<file path="src/rtl/mealy_seq_detector_param_if.sv">
// ---------------------------------------------------------------------------
// mealy_seq_detector_param_if
// Bundle of the serial-input strobe/data/clear signals and the detector
// status outputs for mealy_seq_detector_param.
//   step      : bit strobe (rising edge consumes din)
//   din       : serial data bit
//   clr       : synchronous clear of match_cnt / cnt_sat
//   match     : Mealy match (combinational)
//   match_q   : match delayed one clock
//   match_cnt : saturating match counter
//   cnt_sat   : counter at all-ones
//   state_o   : current matched-prefix length
// master drives the inputs (board/test side), slave is the detector.
// ---------------------------------------------------------------------------
interface mealy_seq_detector_param_if #(
    parameter int CNT_W = 8,
    parameter int ST_W  = 2
);
    logic             step;
    logic             din;
    logic             clr;
    logic             match;
    logic             match_q;
    logic [CNT_W-1:0] match_cnt;
    logic             cnt_sat;
    logic [ST_W-1:0]  state_o;

    modport master (
        output step, din, clr,
        input  match, match_q, match_cnt, cnt_sat, state_o
    );

    modport slave (
        input  step, din, clr,
        output match, match_q, match_cnt, cnt_sat, state_o
    );
endinterface

</file>
<file path="src/rtl/mealy_seq_detector_param.sv">
// ---------------------------------------------------------------------------
// mealy_seq_detector_param
// Detects a compile-time bit PATTERN (PAT_LEN bits, MSB received first) in a
// serial stream advanced one bit per rising edge of step. The state is the
// KMP automaton state (length of the longest pattern prefix that is a suffix
// of the bits seen); its transition table is derived from PATTERN at
// elaboration time.
// Ports:
//   CLOCK_125_p : system clock, rising edge
//   reset       : synchronous, active-high
//   bus (slave) : step/din/clr in; match/match_q/match_cnt/cnt_sat/state_o out
// ---------------------------------------------------------------------------
module mealy_seq_detector_param #(
    parameter int                 PAT_LEN = 4,
    parameter logic [PAT_LEN-1:0] PATTERN = 4'b1011,
    parameter bit                 OVERLAP = 1'b1,
    parameter int                 CNT_W   = 8,
    parameter int                 ST_W    = $clog2(PAT_LEN)
) (
    input  logic                        CLOCK_125_p,
    input  logic                        reset,
    mealy_seq_detector_param_if.slave   bus
);

    // Table spans every encodable state so that indexing by state_reg is
    // always in range; unreachable states fall back to 0.
    localparam int               N_ST    = 1 << ST_W;
    localparam logic [ST_W-1:0]  LAST_ST = ST_W'(PAT_LEN - 1);
    localparam logic [CNT_W-1:0] CNT_MAX = '1;

    generate
        if (PAT_LEN < 2 || PAT_LEN > 16) begin : g_bad_len
            $error("mealy_seq_detector_param: PAT_LEN must be in 2..16");
        end
        if (ST_W < $clog2(PAT_LEN)) begin : g_bad_stw
            $error("mealy_seq_detector_param: ST_W too narrow for PAT_LEN");
        end
    endgenerate

    // i-th bit in arrival order (0 = first received = MSB of PATTERN).
    function automatic logic pat_bit(input int i);
        if (i < 0 || i >= PAT_LEN)
            return 1'b0;
        return PATTERN[PAT_LEN-1-i];
    endfunction

    // Next state from prefix length s after receiving bit b: longest proper
    // pattern prefix (length <= PAT_LEN-1) that is a suffix of prefix(s)+b.
    // Capping at PAT_LEN-1 makes a completed match fall back to fail(PAT_LEN).
    function automatic int kmp_next(input int s, input int b);
        int   best;
        int   idx;
        logic ok;
        logic tbit;
        best = 0;
        if (s >= PAT_LEN)
            return 0;
        for (int k = 1; k < PAT_LEN; k++) begin
            if (k <= s + 1) begin
                ok = 1'b1;
                for (int j = 0; j < k; j++) begin
                    idx  = s + 1 - k + j;
                    tbit = (idx == s) ? b[0] : pat_bit(idx);
                    if (tbit != pat_bit(j))
                        ok = 1'b0;
                end
                if (ok)
                    best = k;
            end
        end
        return best;
    endfunction

    logic [ST_W-1:0] nxt_tbl [N_ST][2];
    logic            exp_tbl [N_ST];

    generate
        for (genvar gi = 0; gi < N_ST; gi++) begin : g_st
            assign exp_tbl[gi] = pat_bit(gi);
            for (genvar gb = 0; gb < 2; gb++) begin : g_bit
                localparam int NXT = kmp_next(gi, gb);
                assign nxt_tbl[gi][gb] = ST_W'(NXT);
            end
        end
    endgenerate

    logic [ST_W-1:0]  state_reg, state_next;
    logic             step_q_reg;
    logic             match_q_reg;
    logic [CNT_W-1:0] cnt_reg, cnt_next;
    logic             sat_reg;
    logic             step_pulse;
    logic             hit;
    logic             match_comb;

    assign step_pulse = bus.step & ~step_q_reg;
    assign hit        = (bus.din == exp_tbl[state_reg]);

    // State register; step_q resets high so a step held through reset
    // does not look like a fresh rising edge.
    always_ff @(posedge CLOCK_125_p) begin
        if (reset) begin
            state_reg   <= '0;
            step_q_reg  <= 1'b1;
            match_q_reg <= 1'b0;
        end else begin
            state_reg   <= state_next;
            step_q_reg  <= bus.step;
            match_q_reg <= match_comb;
        end
    end

    // Next-state logic. The KMP table already yields s+1 on a hit below the
    // last position and fail(PAT_LEN) on a full match.
    always_comb begin
        state_next = state_reg;
        if (step_pulse) begin
            if (!OVERLAP && hit && state_reg == LAST_ST)
                state_next = '0;
            else
                state_next = nxt_tbl[state_reg][bus.din];
        end
    end

    // Mealy output: zero-latency match on the pulse carrying the last bit.
    always_comb begin
        match_comb = 1'b0;
        if (!reset && step_pulse && hit && state_reg == LAST_ST)
            match_comb = 1'b1;
    end

    // Saturating counter; clr wins over a coincident match.
    always_comb begin
        cnt_next = cnt_reg;
        if (bus.clr)
            cnt_next = '0;
        else if (match_comb && cnt_reg != CNT_MAX)
            cnt_next = cnt_reg + 1'b1;
    end

    always_ff @(posedge CLOCK_125_p) begin
        if (reset) begin
            cnt_reg <= '0;
            sat_reg <= 1'b0;
        end else begin
            cnt_reg <= cnt_next;
            sat_reg <= (cnt_next == CNT_MAX);
        end
    end

    assign bus.match     = match_comb;
    assign bus.match_q   = match_q_reg;
    assign bus.match_cnt = cnt_reg;
    assign bus.cnt_sat   = sat_reg;
    assign bus.state_o   = state_reg;

endmodule

</file>
<file path="src/flat_wrapper.sv">
// flat-port wrapper written by rule: the top's interface ports become plain ports
module mealy_seq_detector_param_flat 
#(
    parameter int                 PAT_LEN = 4,
    parameter logic [PAT_LEN-1:0] PATTERN = 4'b1011,
    parameter bit                 OVERLAP = 1'b1,
    parameter int                 CNT_W   = 8,
    parameter int                 ST_W    = $clog2(PAT_LEN)
)
  (CLOCK_125_p, reset, bus_step, bus_din, bus_clr, bus_match, bus_match_q, bus_match_cnt, bus_cnt_sat, bus_state_o);
  mealy_seq_detector_param_if #(.CNT_W(CNT_W), .ST_W(ST_W)) bus_i ();
  input  logic CLOCK_125_p;
  input  logic reset;
  input wire logic [$bits(bus_i.step)-1:0] bus_step;
  input wire logic [$bits(bus_i.din)-1:0] bus_din;
  input wire logic [$bits(bus_i.clr)-1:0] bus_clr;
  output wire logic [$bits(bus_i.match)-1:0] bus_match;
  output wire logic [$bits(bus_i.match_q)-1:0] bus_match_q;
  output wire logic [$bits(bus_i.match_cnt)-1:0] bus_match_cnt;
  output wire logic [$bits(bus_i.cnt_sat)-1:0] bus_cnt_sat;
  output wire logic [$bits(bus_i.state_o)-1:0] bus_state_o;
  assign bus_i.step = bus_step;
  assign bus_i.din = bus_din;
  assign bus_i.clr = bus_clr;
  assign bus_match = bus_i.match;
  assign bus_match_q = bus_i.match_q;
  assign bus_match_cnt = bus_i.match_cnt;
  assign bus_cnt_sat = bus_i.cnt_sat;
  assign bus_state_o = bus_i.state_o;
  mealy_seq_detector_param #(.PAT_LEN(PAT_LEN), .PATTERN(PATTERN), .OVERLAP(OVERLAP), .CNT_W(CNT_W), .ST_W(ST_W)) u_core (.CLOCK_125_p(CLOCK_125_p), .reset(reset), .bus(bus_i));
endmodule
</file>
<file path="config.mk">
export PLATFORM = sky130hd
export DESIGN_NAME = mealy_seq_detector_param_flat
export DESIGN_NICKNAME = d
export VERILOG_FILES = /design/src/rtl/mealy_seq_detector_param_if.sv /design/src/rtl/mealy_seq_detector_param.sv /design/src/flat_wrapper.sv
export SDC_FILE = /design/constraint.sdc
export NUM_CORES = 1
export LEC_CHECK = 0
export ABC_CLOCK_PERIOD_IN_PS = 1600
export CAP_MARGIN = 30
export CELL_PAD_IN_SITES_DETAIL_PLACEMENT = 1
export CELL_PAD_IN_SITES_GLOBAL_PLACEMENT = 1
export CORE_AREA = 2 2 52 54
export DETAILED_ROUTE_END_ITERATION = 7
export DIE_AREA = 0 0 54 56
export PLACE_DENSITY = 0.76
export SLEW_MARGIN = 20
export SYNTH_ARGS = -nofsm -noshare
export SYNTH_HDL_FRONTEND = slang
export SYNTH_SLANG_ARGS = --single-unit
</file>
<file path="constraint.sdc">
create_clock -name CLOCK_125_p -period 1.6 [get_ports CLOCK_125_p]
set_input_delay 0.24 -clock CLOCK_125_p [delete_from_list [all_inputs] [get_ports CLOCK_125_p]]
set_output_delay 0.24 -clock CLOCK_125_p [all_outputs]
set_load 0.02 [all_outputs]
</file>
Word-level counts from Yosys, hierarchy flattened. Cells that the tools add are included.

Add/sub/neg operators: 1. Magnitude comparators: 2. Equal/unequal tests: 4. Muxes and demuxes: 12. Bitwise logic cells: 4. Reduce and logical (&&, ||, !) cells: 5.

Operators with widths (count): 2-to-1 mux 8 bit (2); adder 8 x 1 -> 8 bit, second input constant (1); binary-select mux 4 bit (select 2 bit) (1); equality test 8 bit, second input constant (1); 2-to-1 mux 4 bit (2); != test 8 bit, second input constant (1); 2-to-1 mux 2 bit (3); logical AND 1 bit (4); >= comparator 3 bit, second input constant (1); 2-to-1 mux 1 bit (3); NOT 2 -> 3 bit (1); binary-select mux 1 bit (select 2 bit) (1); equality test 2 bit, second input constant (1); >= comparator 2 bit, second input constant (1); NOT 1 -> 2 bit (1); bitwise AND 1 bit (1); equality test 1 bit (1); logical NOT 1 bit (1); NOT 1 bit (1).

Register bits after elaboration: 13. Bits of input ports: 5. Output and inout port bits: 13. Logic and storage cells: 33.

Longest topological paths before layout. Gate-level depths: netlist (run 1).

Depth in word-level cells: 12. Gate-level depth with buffers: 6. Gate-level depth less buffers: 6.

Worst setup path after synthesis (run 1). Ideal clock, no wire load.

Path kind: register -> register. From: reg u_core.cnt_reg[0] (netlist: u_core.bus.match_cnt[0]). To: reg u_core.sat_reg (netlist: u_core.bus.cnt_sat). Library setup time: 0.079 ns. Arrival time: 1.753 ns. Required time: 1.521 ns. Setup slack: -0.232 ns. Cell stages (with the launch flop): 7. Path buffers: 0. Clock period less this slack: 1.832 ns. Cell sequence: dfxtp_1 ha_1 and3_1 or4b_1 a21oi_1 o2111ai_1 a211oi_2.

Longest elaborated chain between the ends: 5. Elaborated cells between the ends (all ways): 6. Those cells by class: 1 x add/sub; 2 x eq/ne; 2 x mux; 1 x reduce/logical.

Ends and longest elaborated chain: start: declaration (RTL line mealy_seq_detector_param.sv:90) `logic [CNT_W-1:0] cnt_reg, cnt_next;`; start signal: assignment (RTL line mealy_seq_detector_param.sv:146) `cnt_reg <= cnt_next;`; parallel branches: the longest is 2 deep, another holds adder 8 x 1 -> 8 bit; 2-to-1 mux 8 bit (*) (RTL line mealy_seq_detector_param.sv:137) `else if (match_comb && cnt_reg != CNT_MAX)`; 2-to-1 mux 8 bit (*) (RTL line mealy_seq_detector_param.sv:135) `if (bus.clr)`; equality test 8 bit (*) (RTL line mealy_seq_detector_param.sv:147) `sat_reg <= (cnt_next == CNT_MAX);`; end signal: assignment (RTL line mealy_seq_detector_param.sv:147); end: declaration (RTL line mealy_seq_detector_param.sv:91) `logic sat_reg;`.

Mark *: on every way between the ends. A chain may end at the register's enable or synchronous reset.

Worst setup path in the final report (run 1).
From: reg u_core.cnt_reg[1] (netlist: u_core.bus.match_cnt[1]). To: reg u_core.sat_reg (netlist: u_core.bus.cnt_sat).

Same word-level chain as after synthesis.

==> results of run 1 <==
## cells by family (layout without fill, tap and decap cells)
family / after synthesis / after routing
XOR/XNOR: 1 / 1
flip-flops: 13 / 13
adder cells (fa/ha/maj): 1 / 1
AO/OA/AOI/OAI: 19 / 19
AND/OR/NAND/NOR: 42 / 42
buffers and inverters: 12 / 66
multiplexers: 3 / 3
## synth_stat cells, types with 2 or more instances
cell / count
buf_4: 2
or2_2: 2
inv_1: 8
or3_1: 2
dfxtp_1: 13
nor2_1: 6
o21ai_0: 3
nand3_1: 5
mux2i_1: 2
nand2_1: 7
nor4_1: 3
and4b_1: 2
a21oi_1: 6
nand4_1: 2
nor2b_1: 2
nor3_1: 3
and3_1: 4
## worst min path at each step
stage,depth (start not counted),endpoint,from,slack [ns]
floorplan,1,u_core.bus.state_o[0]$_SDFFE_PP0N_,reset,0.30
global placement,3,u_core.bus.state_o[1]$_SDFFE_PP0N_,u_core.bus.state_o[1]$_SDFFE_PP0N_,0.57
detailed placement,3,u_core.bus.state_o[1]$_SDFFE_PP0N_,u_core.bus.state_o[1]$_SDFFE_PP0N_,0.59
CTS,4,u_core.bus.state_o[1]$_SDFFE_PP0N_,bus_din,0.43
global route,3,u_core.bus.state_o[1]$_SDFFE_PP0N_,reset,0.29
finish,3,u_core.bus.state_o[1]$_SDFFE_PP0N_,reset,0.27
## power by group
group | internal (mW) | switching (mW) | leakage (nW)
clock network | 0.0973 | 0.134 | 0.0150
logic | 0.0278 | 0.0206 | 0.468
registers | 0.322 | 0.00161 | 0.110
## through the flow
| step | setup TNS [ns] | worst slack (ns) | std cells | hold slack [ns] | cell area (um^2) |
|---|---|---|---|---|---|
| after floorplan | -0.0112 | -0.0112 | 91 | 0.304 | 782 |
| after global placement | -2.30 | -0.417 | 161 | 0.568 | 1150 |
| after detailed placement | -3.53 | -0.580 | 161 | 0.594 | 1150 |
| after CTS | -0.0739 | -0.0739 | 167 | 0.426 | 1260 |
| after global routing | -0.493 | -0.234 | 175 | 0.294 | 1380 |
| final | -0.236 | -0.188 | 175 | 0.267 | 1380 |
## area by class of cell
cell class	instances	area, um^2	share of cell area, %
flip-flops and latches	13	277	20.0
repair buffers	53	453	32.8
multi-input cells	66	553	40.1
well taps	30	37.5	2.72
clock buffers	4	26.3	1.90
inverters	9	33.8	2.45
## worst register-to-register path: stages (launching register included)
cell       delay (ns)
dfxtp_4          0.39
buf_6            0.11
nand4_1          0.19
or4b_4           0.57
a21oi_2          0.17
o2111ai_2        0.13
a211oi_2         0.17
## per-layer routing
metal	track usage, %	vias up
li1	-	434
met2	40.8	28
met5	0	-
met1	25.9	478
met4	9.64	0
met3	3.49	12
## repair_timing
| item | in CTS | in global routing |
|---|---|---|
| gates resized for setup | 33 | 14 |
| hold buffers | 0 | 0 |
| setup buffers | 3 | 8 |
| pin swaps | 5 | 15 |
| endpoints found under the setup margin | 16 | 7 |
| gates cloned | 0 | 0 |
==> flow_metrics.py, run 1 <==
metrics = {
    "yosys": {
        "synthMuxAreaShare_pct": 4.24,
        "synth_top_family_by_area": "simple AND/OR/NAND/NOR gates",
        "async_flop_share_pct": 0,
        "yosys_warnings": 0,
        "syn_area_um2": 737,
        "synth_compound_area_share_pct": 17.5,
        "ys_seq_elements": 13,
        "synth_cell_types": 36,
        "synth_area_leaders": "dfxtp_1 (35%), a21oi_1 (4.1%), inv_1 (4.1%)",
        "postSynthCellCount": 91,
        "syn_nets": 97,
        "yosysTopAreaCell": "dfxtp_1",
        "synth_xor_area_share_pct": 1.19,
        "ys_seq_area_share_pct": 35.3,
        "yosys.area_share.simple_pct": 31.9,
        "ys.flop_type": "dfxtp_1",
        "synth_top_area_share_pct": 35.3,
        "synth-edff-count": 0,
        "synth_fa_ha_area_share_pct": 1.70,
        "syn_area_per_cell_um2": 8.10,
    },
    "cells_and_area": {
        "fillCellCount": 298,
        "diodes": 0,
        "utilization_pct": 56.7,
        "layout-area-overhead-vs-synth_pct": 87.3,
        "mostFrequentLayoutCell": "buf_4",
        "drive_above_1_share_pct": 51.7,
        "fin_nets": 152,
        "final_cell_mix": "buf_4 (31), dlygate4sd2_1 (10), inv_1 (8)",
        "largest_reg_flops": 8,
    },
    "die": {
        "die_x_um": 54,
        "num_rows": 18,
        "io_pins": 18,
        "coreArea_um2": 2430,
        "die_y_um": 56,
        "initial_core_util_pct": 30.3,
        "die-area_um2": 3020,
    },
    "critical_path": {
        "critPathMaxStageDelay_ns": 0.57,
        "reg2reg_depth": 6,
        "r2r_slack_ns": -0.19,
        "reg2reg_from": "u_core.bus.match_cnt[1]$_SDFF_PP0_",
        "crit_path_end": "u_core.bus.cnt_sat$_SDFF_PP0_",
        "start_kind": "register",
        "crit_cells": 6,
        "r2r_end": "u_core.bus.cnt_sat$_SDFF_PP0_",
        "cp_data_arrival_time_ns": 2.01,
        "critPathCaptureType": "register",
        "crit_chain": "buf_6, nand4_1, or4b_4, a21oi_2, o2111ai_2, a211oi_2",
        "slowest_stage": "or4b_4",
        "crit_buf_inv": 1,
        "crit_required_ns": 1.82,
        "critPathTopFamily": "simple AND/OR/NAND/NOR gates",
        "worst-path-max-fanout": 4,
        "crit_start": "u_core.bus.match_cnt[1]$_SDFF_PP0_",
        "path_class": "register to register",
    },
    "power_and_ir_drop": {
        "power_density_nw_per_um2": 437,
        "p_leak_nw": 0.593,
        "power.total_mw": 0.603,
        "peakVddDrop_v": 0.000418,
    },
    "grt": {
        "grt-ovfl-total": 0,
        "grt_usage_pct": 22.9,
        "grt_pass1_vias": 1023,
        "grt_max_degree": 10,
        "grt_pass1_wl_um": 4980,
        "antenna_found_initial": 0,
    },
    "route": {
        "met1_length_um": 1480,
        "firstDrtPassIters": 4,
        "met2_length_um": 1890,
        "drc": 0,
        "top_layer": "met4",
        "vias_per_cell": 5.44,
        "drtIter0Drc": 20,
        "antenna_left": 0,
        "wirelength_um": 3600,
        "vias": 952,
        "wl_per_cell_um": 20.6,
        "wl_met3_um": 106,
    },
    "sta": {
        "hold_viol": 0,
        "skew_ns": 0.000975,
        "period_needed_ns": 1.79,
        "worstMarginPinSlew_ns": 0.420,
        "min_period_over_period_pct": 112,
        "rsz0062_at_grt": "true",
        "setup_slack_ns": -0.188,
        "worst_slew_margin_rel_pct": 71.9,
        "final_max_slew_viol_count": 0,
        "max_freq_mhz": 559,
        "setup_violations": 4,
    },
    "run": {
        "maxCapViolations": 0,
    },
    "cts": {
        "cts_tree": "yes",
        "clock_latency_ns": 0.30,
        "path_clk_slew_ns": 0.09,
        "cts.htree.levels": 1,
        "cts-root-buf": "clkbuf_4",
        "cts.sinks": 13,
        "clock_path_buffers": 2,
        "cts_buffers": 3,
    },
    "run_status": {
        "status": "complete, but fails checks",
        "violations": "setup timing",
    },
    "place": {
        "dp_hpwl_um": 2070,
        "gp_congestion": 0.851,
        "port_buffers": 17,
    },
    "worst_hold_path": {
        "hold_path_class": "input pin to register",
    },
}
Note: power is estimated with default switching activity, not from simulation.
==> inputs of run 2 (changes only) <==
- MAX_ROUTING_LAYER: not set -> met4
==> flow_metrics.py, run 2 (synthesized netlist as in run 1, its figures left out) <==
metrics = {
    "die": {
        "io_pins": 18,
        "num_rows": 18,
        "initial_core_util_pct": 30.3,
        "die-area_um2": 3020,
        "coreArea_um2": 2430,
        "die_x_um": 54,
        "die_y_um": 56,
    },
    "cells_and_area": {
        "diodes": 0,
        "drive_above_1_share_pct": 51.4,
        "final_cell_mix": "buf_4 (30), dlygate4sd2_1 (10), inv_1 (8)",
        "largest_reg_flops": 8,
        "final_area_um2": 1370,
        "fin_nets": 151,
        "fillCellCount": 289,
        "mostFrequentLayoutCell": "buf_4",
        "layout-area-overhead-vs-synth_pct": 86.2,
        "layout.cells.non_filler": 174,
    },
    "grt": {
        "grt_usage_pct": 23.6,
        "grt_max_degree": 10,
        "grt-ovfl-total": 0,
        "grt_pass1_wl_um": 5000,
        "grt_pass1_vias": 1015,
        "antenna_found_initial": 0,
    },
    "sta": {
        "setup_slack_ns": -0.139,
        "final_max_slew_viol_count": 0,
        "hold_viol": 0,
        "min_period_over_period_pct": 109,
        "rsz0062_at_grt": "true",
        "setup_violations": 2,
        "skew_ns": 0.00163,
        "worstMarginPinSlew_ns": 0.363,
        "max_freq_mhz": 575,
        "period_needed_ns": 1.74,
        "worst_slew_margin_rel_pct": 75.7,
    },
    "cts": {
        "clock_path_buffers": 2,
        "cts-root-buf": "clkbuf_4",
        "path_clk_slew_ns": 0.09,
        "cts_tree": "yes",
        "cts.htree.levels": 1,
        "cts.sinks": 13,
        "clock_latency_ns": 0.29,
        "cts_buffers": 3,
    },
    "place": {
        "place_area_um2": 1150,
        "port_buffers": 17,
        "dp_hpwl_um": 2070,
        "place_inst": 161,
        "gp_congestion": 0.865,
    },
    "critical_path": {
        "critPathCaptureType": "register",
        "crit_required_ns": 1.78,
        "r2r_end": "u_core.bus.cnt_sat$_SDFF_PP0_",
        "crit_chain": "nand4_1, o211ai_1, buf_4, a211oi_4, o21ai_2, a211oi_2",
        "start_kind": "register",
        "path_class": "register to register",
        "reg2reg_from": "u_core.bus.match_cnt[5]$_SDFF_PP0_",
        "slowest_stage": "o211ai_1",
        "cp_data_arrival_time_ns": 1.92,
        "critPathMaxStageDelay_ns": 0.40,
        "crit_buf_inv": 1,
        "critPathTopFamily": "compound AO/OA/AOI/OAI gates",
        "worst-path-max-fanout": 4,
        "r2r_slack_ns": -0.14,
        "reg2reg_depth": 6,
    },
    "worst_hold_path": {
        "holdPathEnd": "u_core.bus.state_o[1]$_SDFFE_PP0N_",
        "min_from": "reset",
        "hold_path_class": "input pin to register",
        "min_path_cells": 3,
    },
    "power_and_ir_drop": {
        "power_density_nw_per_um2": 436,
        "p_leak_nw": 0.587,
        "peakVddDrop_v": 0.000397,
    },
    "route": {
        "vias_per_cell": 5.48,
        "antenna_left": 0,
        "vias": 953,
        "firstDrtPassIters": 4,
        "drtIter0Drc": 9,
        "wl_per_cell_um": 20.2,
        "wirelength_um": 3510,
        "drc": 0,
    },
    "run_status": {
        "violations": "setup timing",
        "status": "complete, but fails checks",
    },
    "run": {
        "maxCapViolations": 0,
    },
}
-- run 2: cell types whose count changed in the layout (fill, tap and decap cells not counted), sizes merged --
| cell | delta |
|---|---|
| buf | -1 |
-- run 2: worst reg2reg max path: cells and delay by family, from the launching register on --
kind / cells / cell delay (ns)
AOI/OAI and AO/OA: 4 / 0.82
DFF: 1 / 0.36
and+or+nand+nor: 1 / 0.23
buffers and inverters: 1 / 0.21
-- run 2: stage by stage --
stage          power [mW]  utilization, %  setup WS, ns  hold WS [ns]  setup TNS, ns
6_report            0.598            56.4        -0.139         0.272         -0.166
5_1_grt             0.621            56.4        -0.230         0.296         -0.480
4_1_cts             0.597            51.7       -0.0739         0.426        -0.0739
3_5_place_dp        0.374            47.3        -0.580         0.594          -3.53
3_3_place_gp        0.371            47.3        -0.417         0.568          -2.30
2_1_floorplan       0.343               -       -0.0112         0.304        -0.0112
-- run 2: final cells by class --
type / count / area (um^2) / area share (%)
multi-input cells: 66 / 553 / 40.3
repair buffers: 52 / 445 / 32.5
flip-flops and latches: 13 / 277 / 20.1
well taps: 30 / 37.5 / 2.73
inverters: 9 / 33.8 / 2.46
clock buffers: 4 / 26.3 / 1.91
-- run 2: worst max path at each step --
stage,depth (start not counted),from,end
final,6,u_core.bus.match_cnt[5]$_SDFF_PP0_,u_core.bus.cnt_sat$_SDFF_PP0_
after global routing,6,u_core.bus.match_cnt[5]$_SDFF_PP0_,u_core.bus.cnt_sat$_SDFF_PP0_
after detailed placement,7,bus_step,u_core.bus.cnt_sat$_SDFF_PP0_
after floorplan,6,u_core.bus.match_cnt[1]$_SDFF_PP0_,u_core.bus.cnt_sat$_SDFF_PP0_
after global placement,5,bus_step,bus_match
after CTS,6,u_core.bus.match_cnt[7]$_SDFF_PP0_,u_core.bus.cnt_sat$_SDFF_PP0_
-- run 2: per-layer routing --
metal	part of all wire (%)	global-route usage, %	vias up
li1	-	-	437
met1	41	26.5	478
met2	52	40.6	25
met3	2.6	3.23	13
met4	4.2	9.64	0
met5	0	-	-
-- run 2: what timing repair did --
action	CTS	global route
setup endpoints to repair	16	7
setup buffers	3	7
cloned	0	0
resized for setup	33	14
hold buffers	0	0
pin swaps	5	15
-- run 2: power by group --
group          internal [mW]  switching (mW)
sequential             0.322         0.00156
combinational         0.0267          0.0205
clock                 0.0972           0.130
total                  0.446           0.152
